**src/rtl/alu_op_sequencer_if.sv**
```systemverilog
// Request/response channels between decode and the ALU sequencer.
// master drives requests and consumes responses.
interface alu_op_sequencer_if #(
  parameter int WIDTH = 16
);
  logic             req_valid;
  logic             req_ready;
  logic [3:0]       req_opcode;
  logic [WIDTH-1:0] req_a;
  logic [WIDTH-1:0] req_b;
  logic             rsp_valid;
  logic             rsp_ready;
  logic [WIDTH-1:0] rsp_result;
  logic             rsp_cout;
  logic             rsp_err;

  modport master (
    output req_valid,
    output req_opcode,
    output req_a,
    output req_b,
    output rsp_ready,
    input  req_ready,
    input  rsp_valid,
    input  rsp_result,
    input  rsp_cout,
    input  rsp_err
  );

  modport slave (
    input  req_valid,
    input  req_opcode,
    input  req_a,
    input  req_b,
    input  rsp_ready,
    output req_ready,
    output rsp_valid,
    output rsp_result,
    output rsp_cout,
    output rsp_err
  );
endinterface

```
**src/rtl/alu_op_sequencer.sv**
```systemverilog
// Control front-end for the bit-slice ALU: single-cycle ops
// plus a shift-add multiply built from repeated ALU adds.
module alu_op_sequencer #(
  parameter int WIDTH     = 16,
  parameter int MUL_STEPS = 16
) (
  input  logic             clk,
  input  logic             reset,
  alu_op_sequencer_if.slave bus,
  output logic [WIDTH-1:0] alu_a,
  output logic [WIDTH-1:0] alu_b,
  output logic             alu_ainvert,
  output logic             alu_bnegate,
  output logic             alu_cin,
  output logic [2:0]       alu_op,
  input  logic [WIDTH-1:0] alu_result,
  input  logic             alu_cout
);

  localparam int CW = $clog2(MUL_STEPS + 1);

  localparam logic [3:0] OP_AND  = 4'd0;
  localparam logic [3:0] OP_OR   = 4'd1;
  localparam logic [3:0] OP_ADD  = 4'd2;
  localparam logic [3:0] OP_SUB  = 4'd3;
  localparam logic [3:0] OP_XOR  = 4'd4;
  localparam logic [3:0] OP_NOR  = 4'd5;
  localparam logic [3:0] OP_NAND = 4'd6;
  localparam logic [3:0] OP_MUL  = 4'd7;

  localparam logic [2:0] F_AND = 3'b000;
  localparam logic [2:0] F_OR  = 3'b001;
  localparam logic [2:0] F_ADD = 3'b010;
  localparam logic [2:0] F_XOR = 3'b011;

  typedef enum logic [1:0] {
    IDLE,
    EXEC,
    MUL,
    RESP
  } state_t;

  state_t           state;
  logic [3:0]       op_q;
  logic [WIDTH-1:0] mplier;
  logic [CW-1:0]    cnt;

  logic [2:0]       d_op;
  logic             d_inv;
  logic             d_neg;
  logic             d_cin;
  logic             d_ill;
  logic             accept;
  logic             op_arith;
  logic [WIDTH-1:0] acc_next;

  always_comb begin
    d_op  = F_AND;
    d_inv = 1'b0;
    d_neg = 1'b0;
    d_cin = 1'b0;
    d_ill = 1'b0;
    unique case (1'b1)
      (bus.req_opcode == OP_AND):  d_op = F_AND;
      (bus.req_opcode == OP_OR):   d_op = F_OR;
      (bus.req_opcode == OP_ADD):  d_op = F_ADD;
      (bus.req_opcode == OP_SUB): begin
        d_op  = F_ADD;
        d_neg = 1'b1;
        d_cin = 1'b1;
      end
      (bus.req_opcode == OP_XOR):  d_op = F_XOR;
      (bus.req_opcode == OP_NOR): begin
        d_op  = F_AND;
        d_inv = 1'b1;
        d_neg = 1'b1;
      end
      (bus.req_opcode == OP_NAND): begin
        d_op  = F_OR;
        d_inv = 1'b1;
        d_neg = 1'b1;
      end
      (bus.req_opcode == OP_MUL):  d_op = F_ADD;
      default:                     d_ill = 1'b1;
    endcase
  end

  assign accept   = bus.req_valid & bus.req_ready;
  assign op_arith = (op_q == OP_ADD) | (op_q == OP_SUB);

  // During MUL, alu_a holds the accumulator and alu_b the shifted multiplicand
  assign acc_next = mplier[0] ? alu_result : alu_a;

  always_ff @(posedge clk) begin
    if (reset) begin
      state          <= IDLE;
      op_q           <= '0;
      mplier         <= '0;
      cnt            <= '0;
      alu_a          <= '0;
      alu_b          <= '0;
      alu_op         <= '0;
      alu_ainvert    <= 1'b0;
      alu_bnegate    <= 1'b0;
      alu_cin        <= 1'b0;
      bus.req_ready  <= 1'b0;
      bus.rsp_valid  <= 1'b0;
      bus.rsp_result <= '0;
      bus.rsp_cout   <= 1'b0;
      bus.rsp_err    <= 1'b0;
    end else begin
      unique case (state)
        IDLE: begin
          bus.req_ready <= 1'b1;
          if (accept) begin
            bus.req_ready <= 1'b0;
            op_q          <= bus.req_opcode;
            if (bus.req_opcode == OP_MUL) begin
              alu_a  <= '0;
              alu_b  <= bus.req_a;
              alu_op <= F_ADD;
              mplier <= bus.req_b;
              cnt    <= '0;
              state  <= MUL;
            end else begin
              state <= EXEC;
              if (!d_ill) begin
                alu_a       <= bus.req_a;
                alu_b       <= bus.req_b;
                alu_op      <= d_op;
                alu_ainvert <= d_inv;
                alu_bnegate <= d_neg;
                alu_cin     <= d_cin;
              end
            end
          end
        end
        EXEC: begin
          bus.rsp_valid  <= 1'b1;
          bus.rsp_result <= op_q[3] ? '0 : alu_result;
          bus.rsp_cout   <= op_arith & alu_cout;
          bus.rsp_err    <= op_q[3];
          alu_a          <= '0;
          alu_b          <= '0;
          alu_op         <= '0;
          alu_ainvert    <= 1'b0;
          alu_bnegate    <= 1'b0;
          alu_cin        <= 1'b0;
          state          <= RESP;
        end
        MUL: begin
          alu_a  <= acc_next;
          alu_b  <= alu_b << 1;
          mplier <= mplier >> 1;
          cnt    <= cnt + CW'(1);
          if (cnt == CW'(MUL_STEPS - 1)) begin
            bus.rsp_valid  <= 1'b1;
            bus.rsp_result <= acc_next;
            bus.rsp_cout   <= 1'b0;
            bus.rsp_err    <= 1'b0;
            alu_a          <= '0;
            alu_b          <= '0;
            alu_op         <= '0;
            state          <= RESP;
          end
        end
        RESP: begin
          if (bus.rsp_ready) begin
            bus.rsp_valid <= 1'b0;
            bus.req_ready <= 1'b1;
            state         <= IDLE;
          end
        end
      endcase
    end
  end

endmodule

```
**src/flat_wrapper.sv**
```systemverilog
// flat-port wrapper written by rule: the top's interface ports become plain ports
module alu_op_sequencer_flat 
#(
  parameter int WIDTH     = 16,
  parameter int MUL_STEPS = 16
)
  (clk, reset, alu_a, alu_b, alu_ainvert, alu_bnegate, alu_cin, alu_op, alu_result, alu_cout, bus_req_valid, bus_req_opcode, bus_req_a, bus_req_b, bus_rsp_ready, bus_req_ready, bus_rsp_valid, bus_rsp_result, bus_rsp_cout, bus_rsp_err);
  alu_op_sequencer_if #(.WIDTH(WIDTH)) bus_i ();
  input  logic clk;
  input  logic reset;
  output logic [WIDTH-1:0] alu_a;
  output logic [WIDTH-1:0] alu_b;
  output logic alu_ainvert;
  output logic alu_bnegate;
  output logic alu_cin;
  output logic [2:0] alu_op;
  input  logic [WIDTH-1:0] alu_result;
  input  logic alu_cout;
  input wire logic [$bits(bus_i.req_valid)-1:0] bus_req_valid;
  input wire logic [$bits(bus_i.req_opcode)-1:0] bus_req_opcode;
  input wire logic [$bits(bus_i.req_a)-1:0] bus_req_a;
  input wire logic [$bits(bus_i.req_b)-1:0] bus_req_b;
  input wire logic [$bits(bus_i.rsp_ready)-1:0] bus_rsp_ready;
  output wire logic [$bits(bus_i.req_ready)-1:0] bus_req_ready;
  output wire logic [$bits(bus_i.rsp_valid)-1:0] bus_rsp_valid;
  output wire logic [$bits(bus_i.rsp_result)-1:0] bus_rsp_result;
  output wire logic [$bits(bus_i.rsp_cout)-1:0] bus_rsp_cout;
  output wire logic [$bits(bus_i.rsp_err)-1:0] bus_rsp_err;
  assign bus_i.req_valid = bus_req_valid;
  assign bus_i.req_opcode = bus_req_opcode;
  assign bus_i.req_a = bus_req_a;
  assign bus_i.req_b = bus_req_b;
  assign bus_i.rsp_ready = bus_rsp_ready;
  assign bus_req_ready = bus_i.req_ready;
  assign bus_rsp_valid = bus_i.rsp_valid;
  assign bus_rsp_result = bus_i.rsp_result;
  assign bus_rsp_cout = bus_i.rsp_cout;
  assign bus_rsp_err = bus_i.rsp_err;
  alu_op_sequencer #(.WIDTH(WIDTH), .MUL_STEPS(MUL_STEPS)) u_core (.clk(clk), .reset(reset), .bus(bus_i), .alu_a(alu_a), .alu_b(alu_b), .alu_ainvert(alu_ainvert), .alu_bnegate(alu_bnegate), .alu_cin(alu_cin), .alu_op(alu_op), .alu_result(alu_result), .alu_cout(alu_cout));
endmodule
```
**config.mk**
```make
export PLATFORM = sky130hd
export DESIGN_NAME = alu_op_sequencer_flat
export DESIGN_NICKNAME = d
export VERILOG_FILES = /design/src/rtl/alu_op_sequencer_if.sv /design/src/rtl/alu_op_sequencer.sv /design/src/flat_wrapper.sv
export SDC_FILE = /design/constraint.sdc
export NUM_CORES = 1
export LEC_CHECK = 0
export CORE_AREA = 5 5 94 96
export CTS_BUF_LIST = sky130_fd_sc_hd__clkbuf_8
export DETAILED_ROUTE_END_ITERATION = 10
export DIE_AREA = 0 0 99 101
export PLACE_DENSITY = 0.95
export REMOVE_ABC_BUFFERS = 1
export SYNTH_ARGS = -nofsm -noshare
export SYNTH_HDL_FRONTEND = slang
export SYNTH_SLANG_ARGS = --single-unit
```
**constraint.sdc**
```tcl
create_clock -name clk -period 4.5 [get_ports clk]
set_input_delay 0.9 -clock clk [delete_from_list [all_inputs] [get_ports clk]]
set_output_delay 0.9 -clock clk [all_outputs]
set_load 0.03 [all_outputs]
```
==> results of run 1 <==
## registers in the layout (all words and copies together) (netlist names)
signal and flops:
u_core.alu_a 16, u_core.alu_b 16, u_core.bus.rsp_result 16, u_core.mplier 16, u_core.cnt 5, u_core.op_q 3, u_core.alu_op 2, u_core.state 2
u_core.alu_ainvert 1, u_core.alu_bnegate 1, u_core.alu_cin 1, u_core.bus.req_ready 1, u_core.bus.rsp_cout 1, u_core.bus.rsp_err 1, u_core.bus.rsp_valid 1
## cell type report
class | instances | area, µm²
clock buffers | 9 | 124
clock inverters | 7 | 80.1
fillers | 598 | 2560
inverters | 7 | 26.3
multi-input cells | 323 | 2220
flip-flops and latches | 83 | 1660
well taps | 105 | 131
repair buffers | 117 | 1160
## worst max path at each step
stage,startpoint,endpoint,slack [ps],depth (start not counted)
6_report,u_core.state[0]$_SDFFE_PP0P_,u_core.alu_a[2]$_SDFFE_PP0P_,1310,6
5_1_grt,u_core.state[0]$_SDFFE_PP0P_,u_core.alu_a[2]$_SDFFE_PP0P_,1100,6
4_1_cts,u_core.state[0]$_SDFFE_PP0P_,u_core.alu_a[2]$_SDFFE_PP0P_,1330,6
3_5_place_dp,bus_req_opcode[1],u_core.mplier[11]$_SDFFE_PP0P_,1230,5
3_3_place_gp,bus_req_opcode[1],u_core.cnt[2]$_SDFFE_PP0P_,1450,5
2_1_floorplan,bus_req_opcode[3],u_core.alu_b[10]$_SDFFE_PP0P_,1300,4
## routing by layer
metal | share of wire (%) | vias up
met5 | 0 | -
li1 | - | 1855
met2 | 49 | 203
met1 | 41 | 1872
met3 | 8.2 | 30
met4 | 2.0 | 0
## report_power, final
group,switching [mW],internal (mW)
Sequential,0.218,1.01
Combinational,1.29,0.896
Clock,0.299,0.264
## worst max-delay path, delay by kind of cell, from the launching register on
kind	cells	cell delay, ps
AO/OA/AOI/OAI	1	230
adder cells (fa/ha/maj)	1	860
flip-flops	1	370
AND/OR/NAND/NOR	3	1530
buffers and inverters	1	110
## kinds of logic after synthesis
family	count (synthesis)	share of synthesized area (%)
buf+inv	50	6.18
xor+xnor	3	0.637
other cells	1	0.0908
fa+ha+maj	7	2.12
compound gates	128	23.3
simple gates	135	15.0
mux	49	12.4
flops	83	40.3
## cells in the mapped netlist, drive strengths merged, types with 3 or more instances
| master | instances |
|---|---|
| dfxtp | 83 |
| ha | 7 |
| mux2i | 33 |
| o21ai | 5 |
| clkbuf | 19 |
| nand2b | 3 |
| nand3 | 6 |
| buf | 24 |
| nor2b | 3 |
| a2bb2oi | 15 |
| mux2 | 16 |
| nor3 | 18 |
| inv | 7 |
| nor2 | 76 |
| nand2 | 14 |
| a211oi | 48 |
| a21oi | 17 |
| a221oi | 17 |
| a22oi | 17 |
## layout by cell type, fill, tap and decap left out, drive strengths merged, types with 2 or more instances in the layout
master,instances
or3,2
and3,2
a22oi,17
ha,7
and2,2
mux2,16
nand2b,3
o22ai,2
a2bb2oi,15
and4b,2
buf,5
nand3,6
inv,11
a21oi,17
a211oi,48
nor2,76
xor2,2
a21o,2
clkbuf,9
nor2b,3
nor3,18
clkinvlp,2
mux2i,33
dfxtp,83
nand4b,2
nand2,14
a221oi,17
a32o,2
o21ai,5
clkdlybuf4s50,112
## stage by stage
stage | std cells | hold slack, ps | instance area, µm² | power, mW
6_report | 651 | 456 | 5400 | 3.97
5_1_grt | 651 | 470 | 5400 | 4.19
4_1_cts | 651 | 458 | 5400 | 3.97
3_5_place_dp | 635 | 445 | 5200 | 3.41
3_3_place_gp | 635 | 440 | 5200 | 3.31
2_1_floorplan | 413 | 425 | 3900 | 2.57
==> impl_metrics.json, run 1 <==
{
  "ys_async_sr_fraction_pct": 0,
  "start_kind": "flip-flop",
  "root_buffer": "clkbuf_8",
  "tightest_slew_ps": 1250,
  "yosysSeqAreaShare_pct": 40.3,
  "power_density_mw_per_mm2": 736,
  "syn_to_final_growth_pct": 30.9,
  "hold_buffers": 0,
  "cap_violations": 0,
  "timing.fmax_mhz": 313,
  "worst_hold_path.endpoint": "u_core.op_q[2]$_SDFFE_PP0P_",
  "drt_iter0_markers": 295,
  "gp_congestion": 0.833,
  "routed_wl_um": 12100,
  "syn_area_per_cell_um2": 9.05,
  "clockBufferDepth": 2,
  "cts.sinks": 83,
  "synthCells": 456,
  "start_util_pct": 51.8,
  "setup_slack_ps": 1310,
  "diodes": 0,
  "die_area_mm2": 0.0100,
  "fin_tns_setup_ps": 0,
  "yosys_warnings": 0,
  "use_met2_pct": 40.5,
  "place_worst_setup_slack_ps": 1230,
  "gr-usage-met1_pct": 28.4,
  "insertion_delay_ps": 360,
  "die_w_um": 99,
  "path_cells": "inv_1 > ha_2 > and2b_1 > and2_1 > a221oi_1 > nor3_1",
  "timing.rr.end": "u_core.alu_a[2]$_SDFFE_PP0P_",
  "p_leak_nw": 1.90,
  "final.setup_skew_ps": 16.5,
  "period_minus_slack_ps": 3190,
  "synthTopCellsByArea": "dfxtp_1 (40%), a211oi_1 (8.7%), mux2i_1 (8.0%)",
  "grt-ovfl-total": 0,
  "post_cts_buffers": 0,
  "hold_viol": 0,
  "wire_per_inst_um": 18.5,
  "crit_fanout": 41,
  "firstDrtPassIters": 5,
  "maxSlewViolCount": 0,
  "ys_ff_latch": 83,
  "clk_pin_slew_worst_paths_ps": 100,
  "die_y_um": 101,
  "cts-resized-gates": 0,
  "antenna_violating_nets_post_route": 0,
  "grt_pass1_wl_um": 18900,
  "crit_arrival_ps": 3460,
  "slowest_stage": "and2_1",
  "drc": 0,
  "r2r_start": "u_core.state[0]$_SDFFE_PP0P_",
  "cts_buffers": 9,
  "setup_viol": 0,
  "synth-edff-count": 0,
  "antenna_found_initial": 0,
  "post-route-period-util_pct": 71.0,
  "crit_required_ps": 4770,
  "slowest_delay_ps": 930,
  "core_area_mm2": 0.00797,
  "drive_gt1_share_pct": 8.06,
  "grt_usage_pct": 23.4,
  "vias": 3960,
  "syn_area_mm2": 0.00413,
  "regToRegSetupSlack_ps": 1310,
  "holdCritStartpoint": "u_core.op_q[2]$_SDFFE_PP0P_",
  "cts_tree": "done",
  "hold_depth": 2,
  "ios": 115,
  "synth_cell_types": 47,
  "synth_top_area_share_pct": 40.3,
  "cts-htree-levels": 3,
  "viasPerCell": 6.08,
  "grt_max_degree": 63,
  "rows": 33,
  "ys.flop_type": "dfxtp_1",
  "rsz0062_at_grt": "false",
  "slew_headroom_pct": 16.9,
  "grt_pass1_vias": 3882,
  "hold_class": "reg -> reg",
  "r2r_cells": 6,
  "endpoint_kind": "flip-flop",
  "dpl.hpwl_um": 8440,
  "grt_use_met3_pct": 5.40,
  "final_util_pct": 67.8,
  "vdd_drop_max_mv": 0.385,
  "num-nets-final": 605,
  "io_buffer_count": 113,
  "status": "complete, no violations",
  "grt.busiest_layer": "met2",
  "critical_path_class": "reg -> reg",
  "synth.largest_area_cell": "dfxtp_1"
}
Note: power is estimated with default switching activity, not from simulation.
==> run 2: changes to the inputs <==
--- a/config.mk
+++ b/config.mk
@@ -5,11 +5,11 @@
 export SDC_FILE = /design/constraint.sdc
 export NUM_CORES = 1
 export LEC_CHECK = 0
-export CORE_AREA = 5 5 94 96
+export CORE_AREA = 5 5 102 104
 export CTS_BUF_LIST = sky130_fd_sc_hd__clkbuf_8
 export DETAILED_ROUTE_END_ITERATION = 10
-export DIE_AREA = 0 0 99 101
-export PLACE_DENSITY = 0.95
+export DIE_AREA = 0 0 107 109
+export PLACE_DENSITY = 0.89
 export REMOVE_ABC_BUFFERS = 1
 export SYNTH_ARGS = -nofsm -noshare
 export SYNTH_HDL_FRONTEND = slang
==> constraint.sdc (replaced) <==
create_clock -name clk -period 2.73 [get_ports clk]
set_input_delay 0.546 -clock clk [delete_from_list [all_inputs] [get_ports clk]]
set_output_delay 0.546 -clock clk [all_outputs]
set_load 0.03 [all_outputs]
==> run 2 against run 1 <==
Compared with the run above:
- register-to-register slack got worse by 880 ps
- global-route usage fell by 2.5 points
- fmax rose by 38%
- critical path depth rose by 2
==> impl_metrics.json, run 2 (synthesized netlist as in run 1, its figures left out) <==
{
  "power_density_mw_per_mm2": 1180,
  "die_y_um": 109,
  "drive_gt1_share_pct": 9.22,
  "setup_slack_ps": 423,
  "vias": 4004,
  "antenna_violating_nets_post_route": 0,
  "drt_iter0_markers": 389,
  "critical_path_class": "reg -> reg",
  "hold_class": "reg -> reg",
  "vdd_drop_max_mv": 0.441,
  "dpl.hpwl_um": 9140,
  "io_buffer_count": 113,
  "clockBufferDepth": 2,
  "wire_per_inst_um": 18.7,
  "r2r_cells": 8,
  "critPathCapture": "u_core.alu_b[1]$_SDFFE_PP0P_",
  "dp_cells": 652,
  "start_util_pct": 43.6,
  "cap_violations": 0,
  "core_area_mm2": 0.00946,
  "antenna_found_initial": 0,
  "root_buffer": "clkbuf_8",
  "cts-htree-levels": 3,
  "grt_pass1_wl_um": 19600,
  "p_leak_nw": 1.95,
  "crit_arrival_ps": 2550,
  "worstSetupStartpoint": "u_core.cnt[0]$_SDFFE_PP0P_",
  "crit_fanout": 31,
  "grt_max_degree": 53,
  "placed_area_mm2": 0.00530,
  "tightest_slew_ps": 713,
  "grt-ovfl-total": 0,
  "die_area_mm2": 0.0117,
  "setup_viol": 0,
  "hold_buffers": 0,
  "mostFrequentLayoutCell": "clkdlybuf4s50_1",
  "cts-resized-gates": 0,
  "final_util_pct": 58.0,
  "num-nets-final": 613,
  "endpoint_kind": "flip-flop",
  "clk_pin_slew_worst_paths_ps": 80,
  "rows": 36,
  "post-route-period-util_pct": 84.5,
  "final.setup_skew_ps": 8.01,
  "rsz0062_at_grt": "false",
  "cts.sinks": 83,
  "timing.rr.end": "u_core.alu_b[1]$_SDFFE_PP0P_",
  "place_worst_setup_slack_ps": 296,
  "r2r_start": "u_core.cnt[0]$_SDFFE_PP0P_",
  "grt_pass1_vias": 3879,
  "fin_area_mm2": 0.00549,
  "insertion_delay_ps": 350,
  "slew_headroom_pct": 52.5,
  "cts_tree": "done",
  "syn_to_final_growth_pct": 32.9,
  "grt_usage_pct": 20.9,
  "drc": 0,
  "maxSlewViolCount": 0,
  "firstDrtPassIters": 6,
  "die_w_um": 107,
  "timing.fmax_mhz": 433,
  "layout_common_cells": "clkdlybuf4s50_1 (112), dfxtp_1 (83), nor2_1 (74), a211oi_1 (48), mux2i_1 (33)",
  "hold_viol": 0,
  "diodes": 0,
  "period_minus_slack_ps": 2310,
  "start_kind": "flip-flop",
  "routed_wl_um": 12500,
  "gp_congestion": 0.891,
  "regToRegSetupSlack_ps": 420,
  "ios": 115,
  "post_cts_buffers": 0,
  "viasPerCell": 6.00,
  "status": "complete, no violations",
  "layout.cells.non_filler": 667,
  "cts_buffers": 9,
  "crit_required_ps": 2970
}
==> run 2: worst min-delay path by stage <==
stage	cells after the start	from	slack, ps	to
CTS	2	u_core.op_q[1]$_SDFFE_PP0P_	470	u_core.op_q[1]$_SDFFE_PP0P_
global placement	2	u_core.op_q[1]$_SDFFE_PP0P_	440	u_core.op_q[1]$_SDFFE_PP0P_
global route	2	u_core.op_q[3]$_SDFFE_PP0P_	510	u_core.bus.rsp_err$_SDFFE_PP0P_
floorplan	2	u_core.mplier[15]$_SDFFE_PP0P_	430	u_core.mplier[15]$_SDFFE_PP0P_
finish	2	u_core.op_q[1]$_SDFFE_PP0P_	470	u_core.op_q[1]$_SDFFE_PP0P_
detailed placement	2	u_core.op_q[1]$_SDFFE_PP0P_	460	u_core.op_q[1]$_SDFFE_PP0P_
==> run 2: power breakdown <==
group          total (mW)  switching, mW  leakage (nW)  internal, mW
Sequential           2.02          0.350         0.681          1.67
Combinational        3.62           2.11          1.17          1.51
Clock               0.867          0.427         0.102         0.440
Total                6.50           2.88          1.95          3.62
==> run 2: through the flow <==
stage / hold slack [ps] / total power [mW] / setup TNS, ps
after global placement: 439 / 5.51 / 0
after CTS: 468 / 6.49 / 0
final: 466 / 6.50 / 0
after global routing: 505 / 6.89 / 0
after detailed placement: 457 / 5.63 / 0
after floorplan: 425 / 4.23 / -12770
==> run 2: critical path: stages, from the launching register on <==
cell and delay (ps):
dfxtp_1 340, ha_1 230, and3_1 200, ha_1 200, and2b_1 320, and2_0 160
buf_4 330, a2bb2oi_1 110, a211oi_1 310
==> run 2: final cells by class <==
cell class,count,area (µm²)
Clock buffer,10,138
Inverter,7,26.3
Timing Repair Buffer,125,1240
Fill cell,787,3970
Clock inverter,5,53.8
Multi-Input combinational cell,323,2220
Sequential cell,83,1660
Tap cell,114,143
==> run 2: layer usage <==
layer	routed length (µm)	up-vias	share of wire (%)	track usage (%)
met5	0	-	0	0
met3	903	50	7.2	3.02
met1	4870	1867	39	25.3
met2	6190	214	50	36.2
li1	-	1873	-	-
met4	525	0	4.2	10.6
==> run 3: changes to the inputs <==
==> constraint.sdc (replaced) <==
create_clock -name clk -period 2 [get_ports clk]
set_input_delay 0.4 -clock clk [delete_from_list [all_inputs] [get_ports clk]]
set_output_delay 0.4 -clock clk [all_outputs]
set_load 0.03 [all_outputs]
==> run 3 against run 2 <==
Compared with the run above:
- largest power group unchanged
- worst hold slack worse by 94 ps
- sequential share of layout area shrank 2.6 points
- critical path type unchanged
- fmax rose by 16%
- clock-buffer cell count is 1 lower
- critical endpoint is now u_core.bus.rsp_result[1]$_SDFFE_PP0P_
- clock skew is 8.4 ps higher
- largest cell class unchanged
- clock power is 81% higher
- setup slack worse by 410 ps
==> impl_metrics.json, run 3 (synthesized netlist as in run 1, its figures left out) <==
{
  "root_buffer": "clkbuf_8",
  "clk_pin_slew_worst_paths_ps": 80,
  "antenna_found_initial": 0,
  "hold_class": "in -> reg",
  "post-route-period-util_pct": 99.5,
  "cap_violations": 0,
  "die_y_um": 109,
  "routed_wl_um": 13600,
  "viasPerCell": 6.00,
  "antenna_violating_nets_post_route": 0,
  "hold_buffers": 0,
  "dp_cells": 670,
  "start_kind": "flip-flop",
  "drive_gt1_share_pct": 17.6,
  "setup_viol": 0,
  "grt_pass1_wl_um": 20100,
  "cts_buffers": 9,
  "period_minus_slack_ps": 1990,
  "die_w_um": 107,
  "endpoint_kind": "flip-flop",
  "num-nets-final": 639,
  "grt-ovfl-total": 0,
  "drt_iter0_markers": 257,
  "grt_usage_pct": 21.6,
  "p_leak_nw": 2.18,
  "vdd_drop_max_mv": 0.665,
  "critical_path_class": "reg -> reg",
  "crit_fanout": 5,
  "gp_congestion": 0.883,
  "dpl.hpwl_um": 9260,
  "grt_pass1_vias": 3988,
  "cts.sinks": 83,
  "final.setup_skew_ps": 16.4,
  "timing.fmax_mhz": 502,
  "rows": 36,
  "hold_viol": 0,
  "holdWs_ps": 372,
  "cts_tree": "done",
  "diodes": 0,
  "maxSlewViolCount": 0,
  "wire_per_inst_um": 19.6,
  "insertion_delay_ps": 360,
  "core_area_mm2": 0.00946,
  "layout_common_cells": "clkdlybuf4s50_1 (112), dfxtp_1 (80), nor2_1 (74), a211oi_1 (35), mux2i_1 (33)",
  "grt_max_degree": 39,
  "io_buffer_count": 113,
  "die_area_mm2": 0.0117,
  "syn_to_final_growth_pct": 46.0,
  "cts-htree-levels": 3,
  "crit_arrival_ps": 2230,
  "final_util_pct": 63.7,
  "clockBufferDepth": 2,
  "firstDrtPassIters": 5,
  "drc": 0,
  "mostFrequentLayoutCell": "clkdlybuf4s50_1",
  "vias": 4166,
  "ios": 115,
  "n_fill_cell": 708,
  "status": "complete, no violations",
  "power_density_mw_per_mm2": 1660,
  "start_util_pct": 43.6,
  "layout.cells.non_filler": 694,
  "crit_required_ps": 2240
}
## run 3: changes by cell type in the layout (fill, tap and decap cells not counted), moves of 2 or more
cell	before	now
clkinv_2	3	0
buf_4	10	26
a221oi_1	17	13
dfxtp_4	0	2
a211oi_1	48	35
bufinv_16	1	4
dfxtp_1	83	80
a211oi_2	0	13
clkbuf_16	0	4
a221oi_2	0	4
buf_12	2	7
## run 3: report_power, final
part / internal, mW / switching [mW] / total [mW] / leakage [nW]
Combinational: 2.50 / 3.18 / 5.68 / 1.36
Clock: 0.956 / 0.611 / 1.57 / 0.135
Sequential: 2.28 / 0.492 / 2.77 / 0.683
Total: 5.73 / 4.28 / 10.0 / 2.18
## run 3: path summary, 6_finish.rpt
| path | end | from | cells after the start | slack (ps) |
|---|---|---|---|---|
| max | u_core.bus.rsp_result[1]$_SDFFE_PP0P_ | u_core.cnt[1]$_SDFFE_PP0P_ | 9 | 9 |
| min | u_core.bus.rsp_valid$_SDFFE_PP0P_ | reset | 2 | 370 |
| max reg2reg | u_core.bus.rsp_result[1]$_SDFFE_PP0P_ | u_core.cnt[1]$_SDFFE_PP0P_ | 9 | 9 |
| min reg2reg | u_core.op_q[1]$_SDFFE_PP0P_ | u_core.op_q[1]$_SDFFE_PP0P_ | 2 | 470 |
## run 3: per-stage QoR
step	setup TNS [ps]	instance area, µm²	setup slack (ps)	power, mW
global placement	-27.2	5490	-7.82	7.79
CTS	0	5770	27.8	9.56
global route	-491	6030	-83.3	10.5
finish	0	6030	9.12	10.0
detailed placement	-2640	5490	-182	7.95
floorplan	-62790	3900	-1070	5.57
## run 3: worst max-delay path: stages, from the launching register on
cell	delay (ps)
dfxtp_4	370
ha_4	130
and3_4	170
ha_1	150
and2b_1	210
buf_6	140
nor2_4	250
buf_12	160
nor2_1	40
a211oi_1	250
## run 3: layer usage
| metal | up-vias | part of all wire [%] | track usage (%) |
|---|---|---|---|
| li1 | 1928 | - | - |
| met1 | 1997 | 38 | 25.3 |
| met2 | 189 | 51 | 37.3 |
| met3 | 52 | 6.8 | 4.14 |
| met4 | 0 | 3.6 | 11.4 |
| met5 | - | 0 | 0 |
## run 3: repair_timing
action                                  4_1_cts  5_1_grt
cloned                                        0        4
endpoints found under the setup margin        4       54
pin swaps                                     0        5
hold endpoints to repair                      0        0
setup buffers                                 0        4
gates resized for setup                       3       29
## run 3: final cells by class
type                    instances  area (µm²)  area share, %
multi-input cells             323        2350           39.0
inverters                       7        26.3          0.436
clock inverters                 7         141           2.35
repair buffers                151        1570           26.1
well taps                     114         143           2.37
clock buffers                   9         124           2.05
flip-flops and latches         83        1670           27.7
